===== src/rtl/universal_register_pkg.sv =====
// Shared definitions for the universal datapath register: operation codes
// used by the register and by the CPU control decoder.
package universal_register_pkg;

  typedef enum logic [2:0] {
    MODE_HOLD = 3'd0,
    MODE_LOAD = 3'd1,
    MODE_INC  = 3'd2,
    MODE_DEC  = 3'd3,
    MODE_SHL  = 3'd4,
    MODE_SHR  = 3'd5,
    MODE_ROL  = 3'd6,
    MODE_ROR  = 3'd7
  } mode_e;

endpackage


===== src/rtl/universal_register_if.sv =====
// Operation/result bundle between the CPU control path (master) and a
// universal_register instance (slave).
interface universal_register_if #(
  parameter int WIDTH = 4
);
  import universal_register_pkg::*;

  logic             en_n;
  mode_e            mode;
  logic [WIDTH-1:0] data;
  logic             sin;
  logic [WIDTH-1:0] result;
  logic             cout;
  logic             zero;

  modport master (
    output en_n, mode, data, sin,
    input  result, cout, zero
  );

  modport slave (
    input  en_n, mode, data, sin,
    output result, cout, zero
  );

endinterface


===== src/rtl/universal_register_next.sv =====
// Combinational next-state function of the universal register: computes the
// next result and carry/shift-out bit for the selected operation.
module universal_register_next
  import universal_register_pkg::*;
#(
  parameter int WIDTH = 4
) (
  input  mode_e            mode,
  input  logic [WIDTH-1:0] result,
  input  logic [WIDTH-1:0] data,
  input  logic             sin,
  input  logic             cout,
  output logic [WIDTH-1:0] next_result,
  output logic             next_cout
);

  logic [WIDTH:0] inc_s;
  logic [WIDTH:0] dec_s;

  // Arithmetic is one bit wider so the top bit carries out / borrows out
  assign inc_s = {1'b0, result} + {{WIDTH{1'b0}}, 1'b1};
  assign dec_s = {1'b0, result} - {{WIDTH{1'b0}}, 1'b1};

  // Operation select
  always_comb begin
    next_result = result;
    next_cout   = cout;
    case (mode)
      MODE_HOLD: begin
        next_result = result;
        next_cout   = cout;
      end
      MODE_LOAD: begin
        next_result = data;
        next_cout   = 1'b0;
      end
      MODE_INC: begin
        next_result = inc_s[WIDTH-1:0];
        next_cout   = inc_s[WIDTH];
      end
      MODE_DEC: begin
        next_result = dec_s[WIDTH-1:0];
        next_cout   = dec_s[WIDTH];
      end
      MODE_SHL: begin
        next_result = {result[WIDTH-2:0], sin};
        next_cout   = result[WIDTH-1];
      end
      MODE_SHR: begin
        next_result = {sin, result[WIDTH-1:1]};
        next_cout   = result[0];
      end
      MODE_ROL: begin
        next_result = {result[WIDTH-2:0], result[WIDTH-1]};
        next_cout   = result[WIDTH-1];
      end
      MODE_ROR: begin
        next_result = {result[0], result[WIDTH-1:1]};
        next_cout   = result[0];
      end
      default: begin
        next_result = result;
        next_cout   = cout;
      end
    endcase
  end

endmodule


===== src/rtl/universal_register.sv =====
// General-purpose WIDTH-bit datapath register: hold/load/inc/dec/shift/rotate
// with a registered carry/shift-out bit and a zero flag decoded from the state.
module universal_register
  import universal_register_pkg::*;
#(
  parameter int               WIDTH     = 4,
  parameter logic [WIDTH-1:0] RESET_VAL = {WIDTH{1'b0}}
) (
  input  logic                 clk,
  input  logic                 reset_n,
  universal_register_if.slave  bus
);

  logic [WIDTH-1:0] result_r;
  logic             cout_r;
  logic [WIDTH-1:0] next_result_s;
  logic             next_cout_s;

  universal_register_next #(
    .WIDTH (WIDTH)
  ) u_next (
    .mode        (bus.mode),
    .result      (result_r),
    .data        (bus.data),
    .sin         (bus.sin),
    .cout        (cout_r),
    .next_result (next_result_s),
    .next_cout   (next_cout_s)
  );

  // State register: async reset, then en_n gates every update
  always_ff @(posedge clk or negedge reset_n) begin
    if (!reset_n) begin
      result_r <= RESET_VAL;
      cout_r   <= 1'b0;
    end else if (!bus.en_n) begin
      result_r <= next_result_s;
      cout_r   <= next_cout_s;
    end else begin
      result_r <= result_r;
      cout_r   <= cout_r;
    end
  end

  assign bus.result = result_r;
  assign bus.cout   = cout_r;
  // Decoded from the register only, so input changes cannot glitch it
  assign bus.zero   = (result_r == {WIDTH{1'b0}});

endmodule


===== src/flat_wrapper.sv =====
// flat-port wrapper written by rule: the top's interface ports become plain ports
module universal_register_flat import universal_register_pkg::*;
#(
  parameter int               WIDTH     = 4,
  parameter logic [WIDTH-1:0] RESET_VAL = {WIDTH{1'b0}}
)
  (clk, reset_n, bus_en_n, bus_mode, bus_data, bus_sin, bus_result, bus_cout, bus_zero);
  universal_register_if #(.WIDTH(WIDTH)) bus_i ();
  input  logic clk;
  input  logic reset_n;
  input wire logic [$bits(bus_i.en_n)-1:0] bus_en_n;
  input wire logic [$bits(bus_i.mode)-1:0] bus_mode;
  input wire logic [$bits(bus_i.data)-1:0] bus_data;
  input wire logic [$bits(bus_i.sin)-1:0] bus_sin;
  output wire logic [$bits(bus_i.result)-1:0] bus_result;
  output wire logic [$bits(bus_i.cout)-1:0] bus_cout;
  output wire logic [$bits(bus_i.zero)-1:0] bus_zero;
  assign bus_i.en_n = bus_en_n;
  assign bus_i.mode = bus_mode;
  assign bus_i.data = bus_data;
  assign bus_i.sin = bus_sin;
  assign bus_result = bus_i.result;
  assign bus_cout = bus_i.cout;
  assign bus_zero = bus_i.zero;
  universal_register #(.WIDTH(WIDTH), .RESET_VAL(RESET_VAL)) u_core (.clk(clk), .reset_n(reset_n), .bus(bus_i));
endmodule

===== config.mk =====
export PLATFORM = sky130hd
export DESIGN_NAME = universal_register_flat
export DESIGN_NICKNAME = d
export VERILOG_FILES = /design/src/rtl/universal_register_pkg.sv /design/src/rtl/universal_register_if.sv /design/src/rtl/universal_register_next.sv /design/src/rtl/universal_register.sv /design/src/flat_wrapper.sv
export SDC_FILE = /design/constraint.sdc
export NUM_CORES = 1
export LEC_CHECK = 0
export CORE_AREA = 2 2 39 41
export DETAILED_ROUTE_END_ITERATION = 16
export DIE_AREA = 0 0 41 43
export PLACE_DENSITY = 0.81
export REMOVE_ABC_BUFFERS = 1
export SETUP_SLACK_MARGIN = 0.2
export SLEW_MARGIN = 25
export SYNTH_ARGS = -nofsm -noshare
export SYNTH_HDL_FRONTEND = slang
export SYNTH_SLANG_ARGS = --single-unit

===== constraint.sdc =====
create_clock -name clk -period 1.9 [get_ports clk]
set_input_delay 0.57 -clock clk [delete_from_list [all_inputs] [get_ports clk]]
set_output_delay 0.57 -clock clk [all_outputs]
set_load 0.1 [all_outputs]

==> out/metrics.cfg <==
[global_routing]
grt_antenna_before_repair=0
grt_pass1_vias=762
grt_max_degree=12
globalRouteTotalUtil_pct=30.3
grt_pass1_wl_um=3440
overflow=0

[layout]
drive_above_1_share_pct=51.4
nets=126
areaGrowthSynthToFinish_pct=95.2
final_util_pct=81.7
n_antenna_cell=0
final_area_mm2=0.00113

[synth]
avgSynthCellArea_um2=8.28
yosys_warnings=0
syn_inst=70
ys_ff_latch=5
ys_types=31
seq_area_frac_synth_pct=21.6
syn-cell-area_um2=579

[drt]
vias=737
drtAntennaViolNets=0
avgRoutedWirePerCell_um=18.9
finalWirelength_um=2400
post-route-drc-count=0
via_per_inst=5.80
drt-pass1-iter-count=4
drtIter0Drc=17

[placement]
dpl.hpwl_um=1300
dpl_cell_area_um2=898
gp_congestion=0.912
portBuffers=16

[flow_run]
drv_cap=0

[floorplan]
die_area_mm2=0.00176
fp.dieW_um=41
io_pins=17
die_h_um=43
rows=14
start_util_pct=41.9
core-area_mm2=0.00138

[critical_path]
cp_cell_sequence=buf_4 -> nor3_2 -> mux2_4 -> a311o_1 -> a221o_1
path_class=flop to flop
max_stage_delay_ns=0.40
cp-end-kind=flop
cp.arrival_ns=2.02
required_ns=2.04
startpoint_type=flop
cpMaxStageDelayCell=dfrtp_1
worst-path-max-fanout=3

[timing]
fin_hold_ws_ns=0.528
finalSetupViolCount=0
worst_slew_pin_slew_ns=0.461
clock_skew_ns=0.000925
relSlewSlack_pct=68.9
rsz0062_at_grt=yes
finalCritPeriodShare_pct=98.9
max_freq_mhz=532
finalHoldViolCount=0
period_needed_ns=1.88
fin_tns_setup_ns=0
slew_violations=0

[power]
peakVddDrop_uv=656
p_per_area_mw_per_mm2=943
leakage_nw=0.488
total_power_mw=1.07

[hold_path]
hp-class=input pin to async pin

[clock_tree]
clock_path_buffers=2
postCtsHoldBufs=0
path_clk_slew_ns=0.05
cts.sinks=5
cts_root_buf=clkbuf_4
cts_tree=built
cts_buffers=3
clk_latency_ns=0.26
cts_max_level=1

[status]
status=complete, no violations

synthesized netlist by cell type:
master	number	area, um2
nor3_2	1	10.0
a21oi_1	3	15.0
nand3b_1	1	7.51
nand2b_1	4	25.0
nor2_1	6	22.5
a221o_1	1	10.0
a311o_1	1	10.0
nor4_1	1	6.26
nand3_1	1	5.00
nor4b_1	1	8.76
mux2_4	1	15.0
xnor2_1	1	8.76
inv_1	3	11.3
a211oi_1	2	15.0
ha_1	3	37.5
a31oi_1	3	18.8
o21ai_0	3	15.0
o221ai_1	1	8.76
nand2_1	3	11.3
o41ai_1	1	8.76
o211ai_1	2	15.0
buf_2	3	15.0
mux2_2	2	22.5
dfrtp_1	5	125
mux2i_1	6	60.1
a21boi_0	1	7.51
clkbuf_1	2	7.51
buf_4	1	7.51
nor3_1	3	15.0
nor3b_1	3	22.5
buf_6	1	11.3
worst max-delay path: cells and delay by family, from the launching register on:
family                 cells  cell delay, ns
DFF                        1            0.40
muxes                      1            0.33
buffers and inverters      1            0.16
and+or+nand+nor            1            0.23
AOI/OAI and AO/OA          2            0.63
cell usage in the layout (no fill, tap or decap), drive strengths merged, types with 4 or more instances in the layout:
cell type and count:
buf 34, clkdlybuf4s50 6, dfrtp 5, dlygate4sd2 4, mux2i 6, nand2b 4
nor2 6, nor3 4
path summary, 6_finish.rpt:
kind,slack [ns],from,end,depth (start not counted)
min in group clk,0.63,u_core.bus.cout,u_core.bus.cout,2
worst max-delay path,0.02,u_core.bus.result[0],u_core.bus.result[3],5
worst min register to register,0.63,u_core.bus.cout,u_core.bus.cout,2
worst max register to register,0.02,u_core.bus.result[0],u_core.bus.result[3],5
max in group asynchronous,1.17,reset_n,u_core.bus.result[3],1
worst min-delay path,0.53,reset_n,u_core.bus.result[3],1
power breakdown:
| part | switching [mW] | leakage (nW) | internal (mW) | total [mW] |
|---|---|---|---|---|
| sequential | 0.0415 | 0.0599 | 0.131 | 0.173 |
| combinational | 0.428 | 0.411 | 0.330 | 0.759 |
| clock | 0.0584 | 0.0177 | 0.0770 | 0.135 |
layout make-up:
class                      count  area [um2]
sequential                     5         126
multi-input combinational     55         507
tap                           16        20.0
inverter                       3        11.3
fill                          82         253
clock inverter                 1        5.00
clock buffer                   3        22.5
timing repair buffer          44         439
what timing repair did:
| action | in CTS | in global routing |
|---|---|---|
| gates resized for setup | 19 | 12 |
| gates cloned | 1 | 0 |
| setup buffers | 9 | 2 |
| pin swaps | 3 | 2 |
| endpoints found under the setup margin | 5 | 6 |
metrics by stage:
step	std cells	setup WS [ns]
floorplan	63	-2.08
global placement	111	-0.212
detailed placement	111	-0.249
CTS	125	0.0463
global route	127	-0.00430
finish	127	0.0207
logic make-up (layout without fill, tap and decap cells):
family | Yosys count | in the layout | synth area share, %
compound gates | 18 | 18 | 21.4
xor+xnor | 1 | 1 | 1.51
fa+ha+maj | 3 | 3 | 6.48
buf+inv | 10 | 51 | 9.07
flops | 5 | 5 | 21.6
mux | 9 | 9 | 16.8
simple gates | 24 | 24 | 23.1
sequential cells by signal, indices dropped and copies added (netlist names):
| signal | flops |
|---|---|
| u_core.bus.result | 4 |
| u_core.bus.cout | 1 |
layer usage:
layer  global-route usage [%]  wire [um]  up-vias
met5                        0          0        -
met4                     16.0        112        0
met3                     6.28        144       14
met2                     53.8       1200       41
met1                     30.2        942      337
li1                         -          -      345
Power figures use the tool's default switching activity.
